File: src/rtl/instruction_fetch_unit.sv
// instruction_fetch_unit: two-byte instruction fetch sequencer driving PC increments; optional FETCH_TIMEOUT_EN adds a sticky per-byte wait timeout.
module instruction_fetch_unit #(
  parameter bit HI_FIRST = 1'b0,
  parameter int TIMEOUT_CYCLES = 15
) (
  input  logic        Clock,
  input  logic        Reset,
  input  logic        Start,
  input  logic [15:0] Address,
  input  logic [7:0]  MemData,
  input  logic        MemReady,
  output logic [1:0]  OutDSel,
  output logic [2:0]  ArfRegSel,
  output logic [2:0]  ArfFunSel,
  output logic [15:0] MemAddress,
  output logic        MemRead,
  output logic [15:0] IR,
  output logic        Busy,
  output logic        Done,
  output logic        Error
);
  typedef enum logic [1:0] {IDLE, FETCH_1, FETCH_2, DONE} state_t;
  state_t state, next;
  logic fetch, inc, tmo;
  assign fetch = state == FETCH_1 || state == FETCH_2;
  assign inc = fetch && MemReady && !Reset;
`ifdef FETCH_TIMEOUT_EN
  logic [7:0] cnt;
  logic err;
  assign tmo = fetch && !MemReady && cnt == 8'(TIMEOUT_CYCLES - 1);
  always_ff @(posedge Clock) begin
    if (Reset) begin
      cnt <= '0;
      err <= 1'b0;
    end else begin
      cnt <= (fetch && !MemReady && !tmo) ? cnt + 8'd1 : 8'd0;
      if (tmo) err <= 1'b1;
    end
  end
  assign Error = err;
`else
  logic unused_timeout;
  assign unused_timeout = TIMEOUT_CYCLES != 0;
  assign tmo = 1'b0;
  assign Error = 1'b0;
`endif
  always_comb begin
    next = state;
    case (state)
      IDLE:    next = Start ? FETCH_1 : IDLE;
      FETCH_1: next = MemReady ? FETCH_2 : tmo ? IDLE : FETCH_1;
      FETCH_2: next = MemReady ? DONE : tmo ? IDLE : FETCH_2;
      default: next = IDLE;
    endcase
  end
  always_ff @(posedge Clock) begin
    state <= Reset ? IDLE : next;
  end
  // first phase lands in the low lane unless HI_FIRST swaps the order
  always_ff @(posedge Clock) begin
    if (Reset) IR <= '0;
    else if (inc) begin
      if ((state == FETCH_1) ^ HI_FIRST) IR[7:0] <= MemData;
      else IR[15:8] <= MemData;
    end
  end
  assign OutDSel = 2'b00;
  assign ArfRegSel = inc ? 3'b011 : 3'b111;
  assign ArfFunSel = inc ? 3'b001 : 3'b000;
  assign MemAddress = Address;
  assign MemRead = fetch && !Reset;
  assign Busy = state != IDLE && !Reset;
  assign Done = state == DONE && !Reset;
endmodule

File: config.mk
export PLATFORM = sky130hd
export DESIGN_NAME = instruction_fetch_unit
export DESIGN_NICKNAME = d
export VERILOG_FILES = /design/src/rtl/instruction_fetch_unit.sv
export SDC_FILE = /design/constraint.sdc
export NUM_CORES = 1
export LEC_CHECK = 0
export CORE_MARGIN = 2
export CORE_UTILIZATION = 37
export CTS_CLUSTER_SIZE = 40
export DETAILED_ROUTE_END_ITERATION = 10
export PLACE_DENSITY = 0.81
export SLEW_MARGIN = 10
export SYNTH_ARGS = -nofsm -noshare
export SYNTH_HDL_FRONTEND = slang
export SYNTH_SLANG_ARGS = --single-unit
File: constraint.sdc
create_clock -name Clock -period 3.2 [get_ports Clock]
set_input_delay 0.32 -clock Clock [delete_from_list [all_inputs] [get_ports Clock]]
set_output_delay 0.32 -clock Clock [all_outputs]
set_load 0.03 [all_outputs]
# After elaboration in Yosys (flattened, before gate mapping)
# Cells that the tools add are included.
# totals
register_bits	18
input_bits	28
# op_classes
n_eq_ne	3
muxes	6
bitwise_logic	1
reduce_logical	11
# op_table
op	n
$pmux 2 s3	1
$logic_and 1x1->1	5
$eq 2x2->1 const B	2
$reduce_and 2->1	2
$mux 1	3
$mux 3	1
$eq 2x1->1 const B	1
$logic_not 2->1	1
$mux 2	1
$reduce_bool 2->1	1
$logic_not 1->1	1
$logic_or 1x1->1	1
$not 1->1	1

# Longest topological paths before layout
# Gate-level depths: netlist of the first run.
# depth
depth_word	5
mapped_depth	5
depth_no_buf	4

# Least setup slack after synthesis of the first run
# No wires, ideal clock.
# synth_path
path_kind	register to output
from	register state[1]
to	output port ArfFunSel[0]
arrival_ns	1.621
setup_slack_ns	1.259
path_stages_with_launch	6
path_buffers	1
cell_sequence	dfxtp_1 inv_1 ha_1 nor2b_1 and2_2 buf_4
# synth_via
elab_chain_cells	5
# synth_lines
item	line_no	source
from (decl)	23	state_t state, next;
from (signal assigned)	57	state <= Reset ? IDLE : next;
$eq 2x1->1 / $eq 2x2->1 (equally long branches)	25	assign fetch = state == FETCH_1 || state == FETCH_2;
$logic_or 1x1->1 *	25	
$logic_and 1x1->1 * (2 in series)	26	assign inc = fetch && MemReady && !Reset;
named net inc	24	logic fetch, inc, tmo;
$mux 1 *	69	assign ArfFunSel = inc ? 3'b001 : 3'b000;
to (decl)	14	output logic [2:0] ArfFunSel,
# Mark *: on every way through the listed nets, which the timed path passes. The rest lies on a longest branch.

# Final worst setup path of the first run
# layout_path
from	register state[1]
to	output port ArfFunSel[0]
# layout_via
elab_chain_cells	5
# layout_lines
item	line_no
$eq 2x1->1 / $eq 2x2->1 (equally long branches)	25
$logic_or 1x1->1 *	25
$logic_and 1x1->1 * (2 in series)	26
$mux 1 *	69
# Mark *: on every way between the ends. The rest lies on a longest branch, timed or not.

==> PnR_summary.wiki, run 1 <==
{| class="wikitable"
! Metric !! Value
|-
| Result of the run || finished clean
|-
| Internal power summed over all cells || between 0.3 and 0.4 mW
|-
| Warnings from Yosys || 0
|-
| Ports || 72
|-
| Register area share after synthesis || roughly a third
|-
| Worst-case hold path end point || IR[3]
|-
| Maximum clock frequency || 0.4102 GHz
|-
| Least-Margin Pin Slew || approximately 0.55 ns
|-
| Final ANT Viol Nets || 0
|-
| Number of global-route vias before repair || 690
|-
| Clock latency on the worst-skew pair || 0.29 ns
|-
| Share of power burned in combinational logic || 23.3%
|-
| Worst Setup Start Kind || flop
|-
| Core ar. || between 0.002 and 0.003 mm2
|-
| Total power divided by cell area || 401.5 mW/mm2
|-
| Iteration-0 DRC count of the detailed router || 10
|-
| H-tree Lvls || 1
|-
| Most frequent cells in the layout || clkdlybuf4s50_1 (32), dfxtp_1 (18), nand2b_1 (13), mux2i_1 (13), inv_1 (8)
|-
| Non-filler cells in the finished layout || 150
|-
| Final number of hold-violating endpoints || 0
|-
| Final weighted congestion of routability-driven global placement || ~0.72
|-
| Critical path type || reg2out
|-
| TritonCTS clock tree || yes
|-
| Worst voltage drop across the vdd grid || between 0.15 and 0.2 mV
|-
| Number of max-slew violations in the final report || 0
|-
| Clock Tree Root || clkbuf_4
|-
| Setup slack on the worst flop-to-flop path || around 1.4 ns
|-
| Number of setup buffers added after CTS || 0
|-
| Critical R2R Launch || state[1]
|-
| Element type at the critical path end || primary output
|-
| Distinct cell type count after synthesis || 20
|-
| Number of hold buffers added after CTS || 0
|-
| Unrepaired setup endpoints after global routing || false
|-
| Chip Height || roughly 57 um
|-
| Required time at the worst-slack endpoint || approximately 2.9 ns
|-
| Clock-pin slew on the worst setup and hold paths || around 0.1 ns
|-
| Final cell utilization of the core || between 40% and 50%
|-
| Standard-cell rows || 19
|-
| 1st-pass router iterations || 4
|-
| Number of buffers inserted by port buffering || 32
|-
| Num Clock Sinks || 18
|-
| Wire length of the first global-routing pass || just over 3000 um
|-
| Tot GR Track Use || between 10% and 20%
|-
| # diodes || 0
|-
| Residual DRC || 0
|-
| Mean instance size in the synthesized netlist || about 9.8 um2
|-
| Largest buffer count on any clock path || 2
|-
| Final period utilization || about three quarters
|-
| Number of setup violations in the final report || 0
|-
| Fraction of layout cells with a size suffix above 1 || approximately 8.4%
|-
| Shortest period the worst path allows || ~2.4 ns
|-
| Most common cell after layout, fill and taps aside || clkdlybuf4s50_1
|-
| Die W || ~57 um
|-
| Max_cap viols || 0
|-
| Final clock skew || about 0.00052 ns
|-
| Data arrival, critical path || 2.12 ns
|-
| Sequential power share || about half
|-
| Via total after detailed routing || between 600 and 700
|-
| Switching share of power || roughly 28%
|-
| Class of the tightest hold or removal check || reg2reg
|-
| Clock power share || around 28%
|-
| Cells after DPL || roughly 150
|-
| Critical path, cell by cell || inv_1, ha_1, nor2b_1, and2_2, clkdlybuf4s50_1
|-
| Pin count of the biggest net entering global routing || 17
|-
| Die Area || 0.003214 mm2
|-
| Source of the worst hold timing path || IR[3]
|-
| Post-CTS sizing || 0
|-
| Critical-path top delay cell || clkdlybuf4s50_1
|-
| CTS Buf Count || 3
|-
| Mean routed wirelength per cell || about 12 um
|-
| Synth-to-layout area growth || 20.46%
|-
| GRT overflow || 0
|-
| Critical-path maximum fanout || 5
|-
| Cell leakage power || between 0.5 and 0.6 nW
|-
| Net total in the final layout || between 150 and 200
|-
| Starting utilization of the core area || roughly two fifths
|-
| Max_slew headroom || between 60 and 70%
|-
| Number of stages on the worst hold path || 2
|-
| Routed Wire Length || 1849 um
|-
| Half-perimeter wire length of the detailed placement result || around 1500 um
|-
| Number of cell instances on the worst register-to-register path || 4
|-
| Pre-CTS WS || 0.9014 ns
|-
| CP peak stage delay || approximately 0.66 ns
|-
| Reg2reg end || IR[6]
|-
| Setup slack of the critical path after layout || 0.7620 ns
|-
| Antenna violations before repair || 0
|-
| Flops & latches, synth || 18
|-
| Post-Route Setup TNS || 0 ns
|-
| Switching power total || around 0.14 mW
|-
| Cell count after synthesis || 105
|-
| Netlist Area Pre-Place || 0.001027 mm2
|-
| Vias/cell || 4.467
|}
-- synthesized netlist by cell type --
| cell | number | share of area [%] |
|---|---|---|
| buf_4 | 24 | 18 |
| dfxtp_1 | 18 | 35 |
| mux2i_1 | 13 | 13 |
| nand2b_1 | 13 | 7.9 |
| inv_1 | 8 | 2.9 |
| nor2b_1 | 6 | 3.7 |
| ha_1 | 4 | 4.9 |
| mux2_4 | 4 | 5.8 |
| buf_6 | 2 | 2.2 |
| conb_1 | 2 | 0.73 |
| nand2_1 | 2 | 0.73 |
| a211oi_1 | 1 | 0.73 |
| a21oi_1 | 1 | 0.49 |
| and2_2 | 1 | 0.73 |
| buf_2 | 1 | 0.49 |
| clkbuf_1 | 1 | 0.37 |
| nand3b_1 | 1 | 0.73 |
| nand4b_1 | 1 | 0.85 |
| nand4bb_1 | 1 | 1.1 |
| nor2_1 | 1 | 0.37 |
-- power groups by stage --
| stage | sequential [mW] | clock, mW | combinational, mW |
|---|---|---|---|
| final | 0.241 | 0.140 | 0.116 |
| after detailed placement | 0.247 | 0 | 0.116 |
| after global placement | 0.246 | 0 | 0.114 |
| after global routing | 0.243 | 0.154 | 0.124 |
| after floorplan | 0.262 | 0 | 0.101 |
| after CTS | 0.242 | 0.145 | 0.117 |
-- cell type report --
type / count / area [um2]
Clock buffer: 4 / 36.28
Fill cell: 274 / 1449
Inverter: 8 / 30.03
Multi-Input combinational cell: 56 / 444.2
Sequential cell: 18 / 360.3
Tap cell: 31 / 38.79
Timing Repair Buffer: 33 / 327.8
-- flip-flops by register name, indices dropped and copies added, names as in the netlist --
register  count
IR           16
state         2
-- worst max-delay path: cells and delay by family, from the launching register on --
family	cells	cell delay, ns
and+or+nand+nor	2	0.36
adders and majority gates	1	0.31
DFF	1	0.41
buffers and inverters	2	0.75
-- kinds of logic (layout without fill, tap and decap cells) --
group / after synthesis / count (layout) / synth area share, %
AOI/OAI and AO/OA: 2 / 2 / 1.218
adders and majority gates: 4 / 4 / 4.872
buffers and inverters: 36 / 45 / 23.51
DFF: 18 / 18 / 35.08
muxes: 17 / 17 / 18.51
other: 2 / 7 / 0.7311
and+or+nand+nor: 26 / 26 / 16.08
-- worst max path at each step --
stage | from | endpoint | depth (start not counted)
floorplan | state[1] | ArfFunSel[0] | 5
global placement | Reset | IR[6] | 4
CTS | state[1] | ArfFunSel[0] | 5
detailed placement | Reset | IR[14] | 4
global route | state[0] | ArfFunSel[0] | 5
finish | state[1] | ArfFunSel[0] | 5
-- per-stage QoR --
| step | cell area [um2] | total power, mW | hold WS (ns) |
|---|---|---|---|
| after floorplan | 1046 | 0.3628 | 0.4634 |
| after global placement | 1201 | 0.3602 | 0.4734 |
| after detailed placement | 1201 | 0.3631 | 0.4733 |
| after CTS | 1237 | 0.5035 | 0.4911 |
| after global routing | 1237 | 0.5211 | 0.5166 |
| final | 1237 | 0.4968 | 0.4868 |
-- layer usage --
| layer | part of all wire, % | GRT usage [%] | vias to the layer above |
|---|---|---|---|
| met5 | 0 | 0 | - |
| met4 | 1.7 | 7.483 | 0 |
| met3 | 9.7 | 4.608 | 4 |
| met2 | 51 | 20.43 | 30 |
| met1 | 38 | 12.57 | 310 |
| li1 | - | - | 326 |
Power figures use the tool's default switching activity.
==> run 2: changes to the inputs <==
- CORE_UTILIZATION: 37 -> 35
- PLACE_DENSITY: 0.81 -> 0.77
- clock period: 3.2 -> 2.45 ns (I/O delays scaled with it)
==> run 2 against run 1 <==
Against the previous run:
- die area up 5.3%
- register-to-register slack worse by 0.68 ns
- utilization down 0.68 points
- critical path depth down 1
- clock skew up 0.0018 ns
- clock power up 30%
- cell area up 2.0%
- flip-flop and latch count unchanged
- setup slack worse by 0.57 ns
- sequential share of layout area down 0.58 points
- critical endpoint is now MemRead
- largest cell class unchanged
- highest routed layer unchanged
==> PnR_summary.wiki, run 2 (synthesis results as in run 1) <==
{| class="wikitable"
! Metric !! Value
|-
| Worst voltage drop across the vdd grid || 0.4555 mV
|-
| GRT overflow || 0
|-
| Pre-CTS WS || approximately 0.42 ns
|-
| Source of the worst hold timing path || IR[0]
|-
| Largest register by flop count || IR
|-
| Shortest period the worst path allows || between 2 and 2.5 ns
|-
| Clock-pin slew on the worst setup and hold paths || 0.10 ns
|-
| Worst-case hold path end point || IR[0]
|-
| H-tree Lvls || 1
|-
| Num Clock Sinks || 18
|-
| Final clock skew || roughly 0.0023 ns
|-
| Number of buffers inserted by port buffering || 32
|-
| Element type at the critical path end || primary output
|-
| Vias/cell || between 4 and 5
|-
| Critical R2R Launch || state[1]
|-
| Routed Wire Length || 2003 um
|-
| Chip Height || ~58 um
|-
| Most common cell after layout, fill and taps aside || clkdlybuf4s50_1
|-
| Setup slack on the worst flop-to-flop path || 0.68 ns
|-
| 1st-pass router iterations || 4
|-
| Final ANT Viol Nets || 0
|-
| Maximum clock frequency || 0.4425 GHz
|-
| CTS Buf Count || 3
|-
| Via total after detailed routing || between 600 and 700
|-
| Largest registers || IR: 16 flops, state: 2 flops
|-
| Mean routed wirelength per cell || roughly 13 um
|-
| Largest register FFs || 16
|-
| Die Area || between 0.003 and 0.004 mm2
|-
| Class of the tightest hold or removal check || reg2reg
|-
| Most frequent cells in the layout || clkdlybuf4s50_1 (31), dfxtp_1 (18), nand2b_1 (13), mux2i_1 (13), inv_1 (8)
|-
| Data arrival, critical path || ~2.0 ns
|-
| Clock latency on the worst-skew pair || between 0.2 and 0.3 ns
|-
| Final number of hold-violating endpoints || 0
|-
| Pin count of the biggest net entering global routing || 13
|-
| Setup slack of the critical path after layout || 0.1901 ns
|-
| Number of stages on the worst hold path || 2
|-
| Number of cell instances on the worst register-to-register path || 4
|-
| Reg area || 360.3 um2
|-
| Reg2reg end || IR[13]
|-
| Ports || just over 70
|-
| Synth-to-layout area growth || 22.90%
|-
| Design Power || 0.6522 mW
|-
| Cell leakage power || 0.6178 nW
|-
| Result of the run || finished clean
|-
| Antenna violations before repair || 0
|-
| Clock Tree Root || clkbuf_4
|-
| Fraction of layout cells with a size suffix above 1 || 10.66%
|-
| Number of max-slew violations in the final report || 0
|-
| Critical-path maximum fanout || 5
|-
| Post-Route Setup TNS || 0 ns
|-
| Half-perimeter wire length of the detailed placement result || about 1600 um
|-
| Starting utilization of the core area || between 30% and 40%
|-
| # diodes || 0
|-
| Multi-input combinational cell area || approximately 440 um2
|-
| Net total in the final layout || approximately 160
|-
| Number of hold buffers added after CTS || 0
|-
| Largest buffer count on any clock path || 2
|-
| Placed cell area || approximately 0.0012 mm2
|-
| Standard-cell rows || 19
|-
| Required time at the worst-slack endpoint || approximately 2.2 ns
|-
| Tot GR Track Use || 12.93%
|-
| Final period utilization || 92.24%
|-
| Core ar. || approximately 0.0028 mm2
|-
| Iteration-0 DRC count of the detailed router || 5
|-
| Unrepaired setup endpoints after global routing || false
|-
| Final weighted congestion of routability-driven global placement || 0.6763
|-
| Residual DRC || 0
|-
| Number of global-route vias before repair || 700
|-
| TritonCTS clock tree || yes
|-
| Max_cap viols || 0
|-
| Die W || ~58 um
|-
| Fill cell count || 274
|-
| Wire length of the first global-routing pass || 3298 um
|-
| Number of setup violations in the final report || 0
|-
| Worst Setup Start Kind || flop
|-
| Final cell utilization of the core || a little under half
|-
| Total power divided by cell area || a little over 500 mW/mm2
|-
| Critical path type || reg2out
|-
| Finished Cell Area || between 0.001 and 0.0015 mm2
|}
[run 2: changes by cell type in the layout (fill, tap and decap cells not counted)]
cell             delta
buf_4               +3
clkdlybuf4s50_1     -1
dlymetal6s2s_1      +1
[run 2: routing by layer]
| layer | part of all wire [%] | wire (um) | GRT usage (%) |
|---|---|---|---|
| met4 | 1.3 | 27 | 3.987 |
| met3 | 8.2 | 164 | 4.688 |
| met5 | 0 | 0 | 0 |
| met1 | 38 | 763 | 13.70 |
| met2 | 52 | 1047 | 23.70 |
[run 2: what timing repair did]
action	4_1_cts	5_1_grt
gates resized for setup	0	1
buffers inserted	0	0
endpoints found under the setup margin	0	1
[run 2: worst max path at each step]
stage / startpoint / to / slack [ns] / cells after the start
floorplan: state[1] / ArfFunSel[0] / 0.58 / 5
global placement: state[1] / ArfFunSel[0] / 0.49 / 5
detailed placement: state[1] / ArfFunSel[0] / 0.42 / 5
CTS: state[1] / ArfFunSel[0] / 0.07 / 5
global route: state[1] / MemRead / 0.05 / 4
finish: state[1] / MemRead / 0.19 / 4
[run 2: cell type report]
type                       count  area share, %
sequential                    18          28.54
tap                           31          3.072
inverter                       8          2.379
timing repair buffer          36          27.95
clock buffer                   4          2.874
multi-input combinational     56          35.18
[run 2: through the flow]
stage	std cells	hold WS, ns
finish	153	0.4815
global route	153	0.4900
CTS	153	0.4899
detailed placement	149	0.4720
global placement	149	0.4592
floorplan	110	0.3884
[run 2: critical path, stage by stage, from the launching register on]
cell and delay, ns:
dfxtp_1 0.41, inv_1 0.08, ha_1 0.31, nor2b_1 0.21, clkdlybuf4s50_1 0.71
[run 2: report_power, final]
part           internal (mW)  switching [mW]
combinational         0.0711          0.0845
clock                 0.0905          0.0914
sequential             0.306         0.00838
==> run 3: changes to the inputs <==
- ABC_AREA: unset -> 1
- PLACE_DENSITY: 0.77 -> 0.76
==> run 3 against run 2 <==
Against the previous run:
- global-route usage down 2.1 points
- cell area up 1.7%
- power up 3.4%
- critical path depth up 1
- cell count up 22%
- routed wire length down 7.8%
- synthesized cell count up 31%
- worst hold slack worse by 0.0096 ns
- clock skew up 0.0056 ns
- area after synthesis up 4.4%
- highest routed layer unchanged
==> PnR_summary.wiki, run 3 <==
{| class="wikitable"
! Metric !! Value
|-
| Final clock skew || 0.007903 ns
|-
| Number of global-route vias before repair || around 640
|-
| Most common cell after layout, fill and taps aside || clkdlybuf4s50_1
|-
| Switching power total || ~0.21 mW
|-
| Class of the tightest hold or removal check || reg2reg
|-
| H-tree Lvls || 1
|-
| Half-perimeter wire length of the detailed placement result || about 1400 um
|-
| Via total after detailed routing || 777
|-
| Cell leakage power || between 0.5 and 0.6 nW
|-
| GRT overflow || 0
|-
| Top post-synthesis cells by count || buf_4 (25), nand2_1 (19), dfxtp_1 (18)
|-
| Clock Tree Root || clkbuf_4
|-
| Switching share of power || 31.11%
|-
| Final cell utilization of the core || 43.11%
|-
| Post-Route Setup TNS || 0 ns
|-
| Worst Setup Start Kind || flop
|-
| Category of cells accounting for the largest share of critical-path delay || buffers and inverters
|-
| Total power divided by cell area || approximately 530 mW/mm2
|-
| Fraction of layout cells with a size suffix above 1 || ~18%
|-
| Fill cell count || around 300
|-
| Share of power burned in combinational logic || between 20% and 30%
|-
| Die Area || ~0.0035 mm2
|-
| Final ANT Viol Nets || 0
|-
| Most frequent cells in the layout || clkdlybuf4s50_1 (32), nand2_1 (19), dfxtp_1 (18), nand3_1 (16), nor2_1 (14)
|-
| Number of buffers inserted by port buffering || 32
|-
| Critical-path maximum fanout || 4
|-
| Wire length of the first global-routing pass || ~2900 um
|-
| CTS Buf Count || 3
|-
| Clock power share || 26.6%
|-
| Clock-pin slew on the worst setup and hold paths || 0.10 ns
|-
| Result of the run || finished clean
|-
| Die W || ~59 um
|-
| Tot GR Track Use || 10.78%
|-
| Dominant cell type by area after synthesis || dfxtp_1
|-
| Final weighted congestion of routability-driven global placement || about 0.85
|-
| Unrepaired setup endpoints after global routing || false
|-
| Largest register by flop count || IR
|-
| Clock latency on the worst-skew pair || just under 0.3 ns
|-
| Number of synthesized flops with an enable pin || 0
|-
| Iteration-0 DRC count of the detailed router || 20
|-
| Antenna violations before repair || 0
|-
| Mean instance size in the synthesized netlist || between 7 and 8 um2
|-
| Internal power summed over all cells || 0.4648 mW
|-
| Reg area || between 300 and 400 um2
|-
| Flops & latches, synth || 18
|-
| Critical path type || reg2out
|-
| Final period utilization || ~90%
|-
| Shortest period the worst path allows || approximately 2.2 ns
|-
| Cell with the most instances after synthesis || buf_4
|-
| Distinct cell type count after synthesis || 18
|-
| Standard-cell rows || 20
|-
| Data arrival, critical path || ~2 ns
|-
| Mean routed wirelength per cell || slightly below 10 um
|-
| Largest registers || IR: 16 flops, state: 2 flops
|-
| Post-CTS sizing || 0
|-
| Share of the synthesized area in the top cell type || 33.61%
|-
| Core ar. || ~0.0030 mm2
|-
| Buf+Inv Stages, Crit Path || 2
|-
| Routed Wire Length || about 1800 um
|-
| # diodes || 0
|-
| Number of setup buffers added after CTS || 0
|-
| Multi-input combinational cell area || between 400 and 500 um2
|-
| Share of flip-flops with an asynchronous set or reset || 0%
|-
| Sequential power share || between 40% and 50%
|-
| Element type at the critical path end || primary output
|-
| Netlist Area Pre-Place || 0.001072 mm2
|-
| Largest buffer count on any clock path || 2
|-
| Register area share after synthesis || 33.61%
|-
| Residual DRC || 0
|-
| Largest register FFs || 16
|-
| Pin count of the biggest net entering global routing || 18
|-
| Maximum clock frequency || ~0.44 GHz
|-
| Most used DFF post-synth || dfxtp_1
|-
| Chip Height || roughly 59 um
|-
| Cell count after synthesis || 138
|-
| Synth-to-layout area growth || 19.72%
|-
| Max_cap viols || 0
|-
| Vias/cell || 4.177
|-
| Number of hold buffers added after CTS || 0
|-
| Top area cells in the synthesized netlist || dfxtp_1 (34%), buf_4 (18%), nand3_1 (7.5%)
|-
| Number of max-slew violations in the final report || 0
|-
| Critical path, cell by cell || inv_1, ha_1, nand2_2, nor2_8, clkdlybuf4s50_1
|-
| Required time at the worst-slack endpoint || 2.20 ns
|-
| Number of setup violations in the final report || 0
|-
| Final number of hold-violating endpoints || 0
|-
| Worst voltage drop across the vdd grid || about 0.18 mV
|-
| 1st-pass router iterations || 4
|-
| Net total in the final layout || ~190
|-
| Warnings from Yosys || 0
|-
| Num Clock Sinks || 18
|-
| TritonCTS clock tree || yes
|-
| CP peak stage delay || between 0.6 and 0.7 ns
|-
| Starting utilization of the core area || around 36%
|-
| Ports || slightly above 70
|-
| Critical-path top delay cell || clkdlybuf4s50_1
|}
## run 3: kinds of logic (layout without fill, tap and decap cells)
family	Yosys count	in the layout	synth area share, %
flops	18	18	33.61
simple gates	60	60	27.19
buf+inv	43	53	25.90
fa+ha+maj	4	4	4.668
other cells	2	7	0.7004
compound gates	11	11	7.935
## run 3: layout make-up
type | count | share of cell area, %
Inverter | 16 | 5.068
Timing Repair Buffer | 33 | 25.54
Multi-Input combinational cell | 82 | 35.28
Sequential cell | 18 | 28.07
Clock buffer | 4 | 2.827
Tap cell | 33 | 3.216
## run 3: stage by stage
step / power, mW / worst slack, ns / area (um2) / hold WS [ns] / instances
2_1_floorplan: 0.4997 / 0.9452 / 1091 / 0.3174 / 143
3_3_place_gp: 0.5003 / 0.4974 / 1247 / 0.4524 / 182
3_5_place_dp: 0.5026 / 0.4801 / 1247 / 0.4626 / 182
4_1_cts: 0.6821 / 0.1902 / 1284 / 0.4765 / 186
5_1_grt: 0.7079 / 0.1230 / 1284 / 0.4900 / 186
6_report: 0.6746 / 0.2010 / 1284 / 0.4719 / 186
## run 3: worst min-delay path: cells and delay by family, from the launching register on
kind,cells,cell delay (ns)
flops,1,0.32
simple gates,2,0.12
## run 3: power groups by stage
stage / clock network, mW / logic, mW / registers (mW)
final: 0.180 / 0.180 / 0.315
after global routing: 0.196 / 0.195 / 0.317
after CTS: 0.186 / 0.181 / 0.316
after detailed placement: 0 / 0.180 / 0.322
after global placement: 0 / 0.178 / 0.322
after floorplan: 0 / 0.157 / 0.343
## run 3: routing by layer
| metal | up-vias | track usage (%) | routed length (um) | share of wire (%) |
|---|---|---|---|---|
| li1 | 425 | - | - | - |
| met1 | 320 | 14.44 | 888 | 48 |
| met2 | 28 | 15.54 | 814 | 44 |
| met3 | 4 | 3.493 | 112 | 6.1 |
| met4 | 0 | 5.195 | 31 | 1.7 |
| met5 | - | 0 | 0 | 0 |
## run 3: final timing paths
| kind | startpoint | to | slack, ns | cells past startpoint |
|---|---|---|---|---|
| setup / recovery | state[1] | ArfFunSel[0] | 0.20 | 5 |
| hold / removal | IR[2] | IR[2] | 0.47 | 2 |
| setup reg to reg | state[1] | IR[6] | 0.74 | 9 |
| hold reg to reg | IR[2] | IR[2] | 0.47 | 2 |
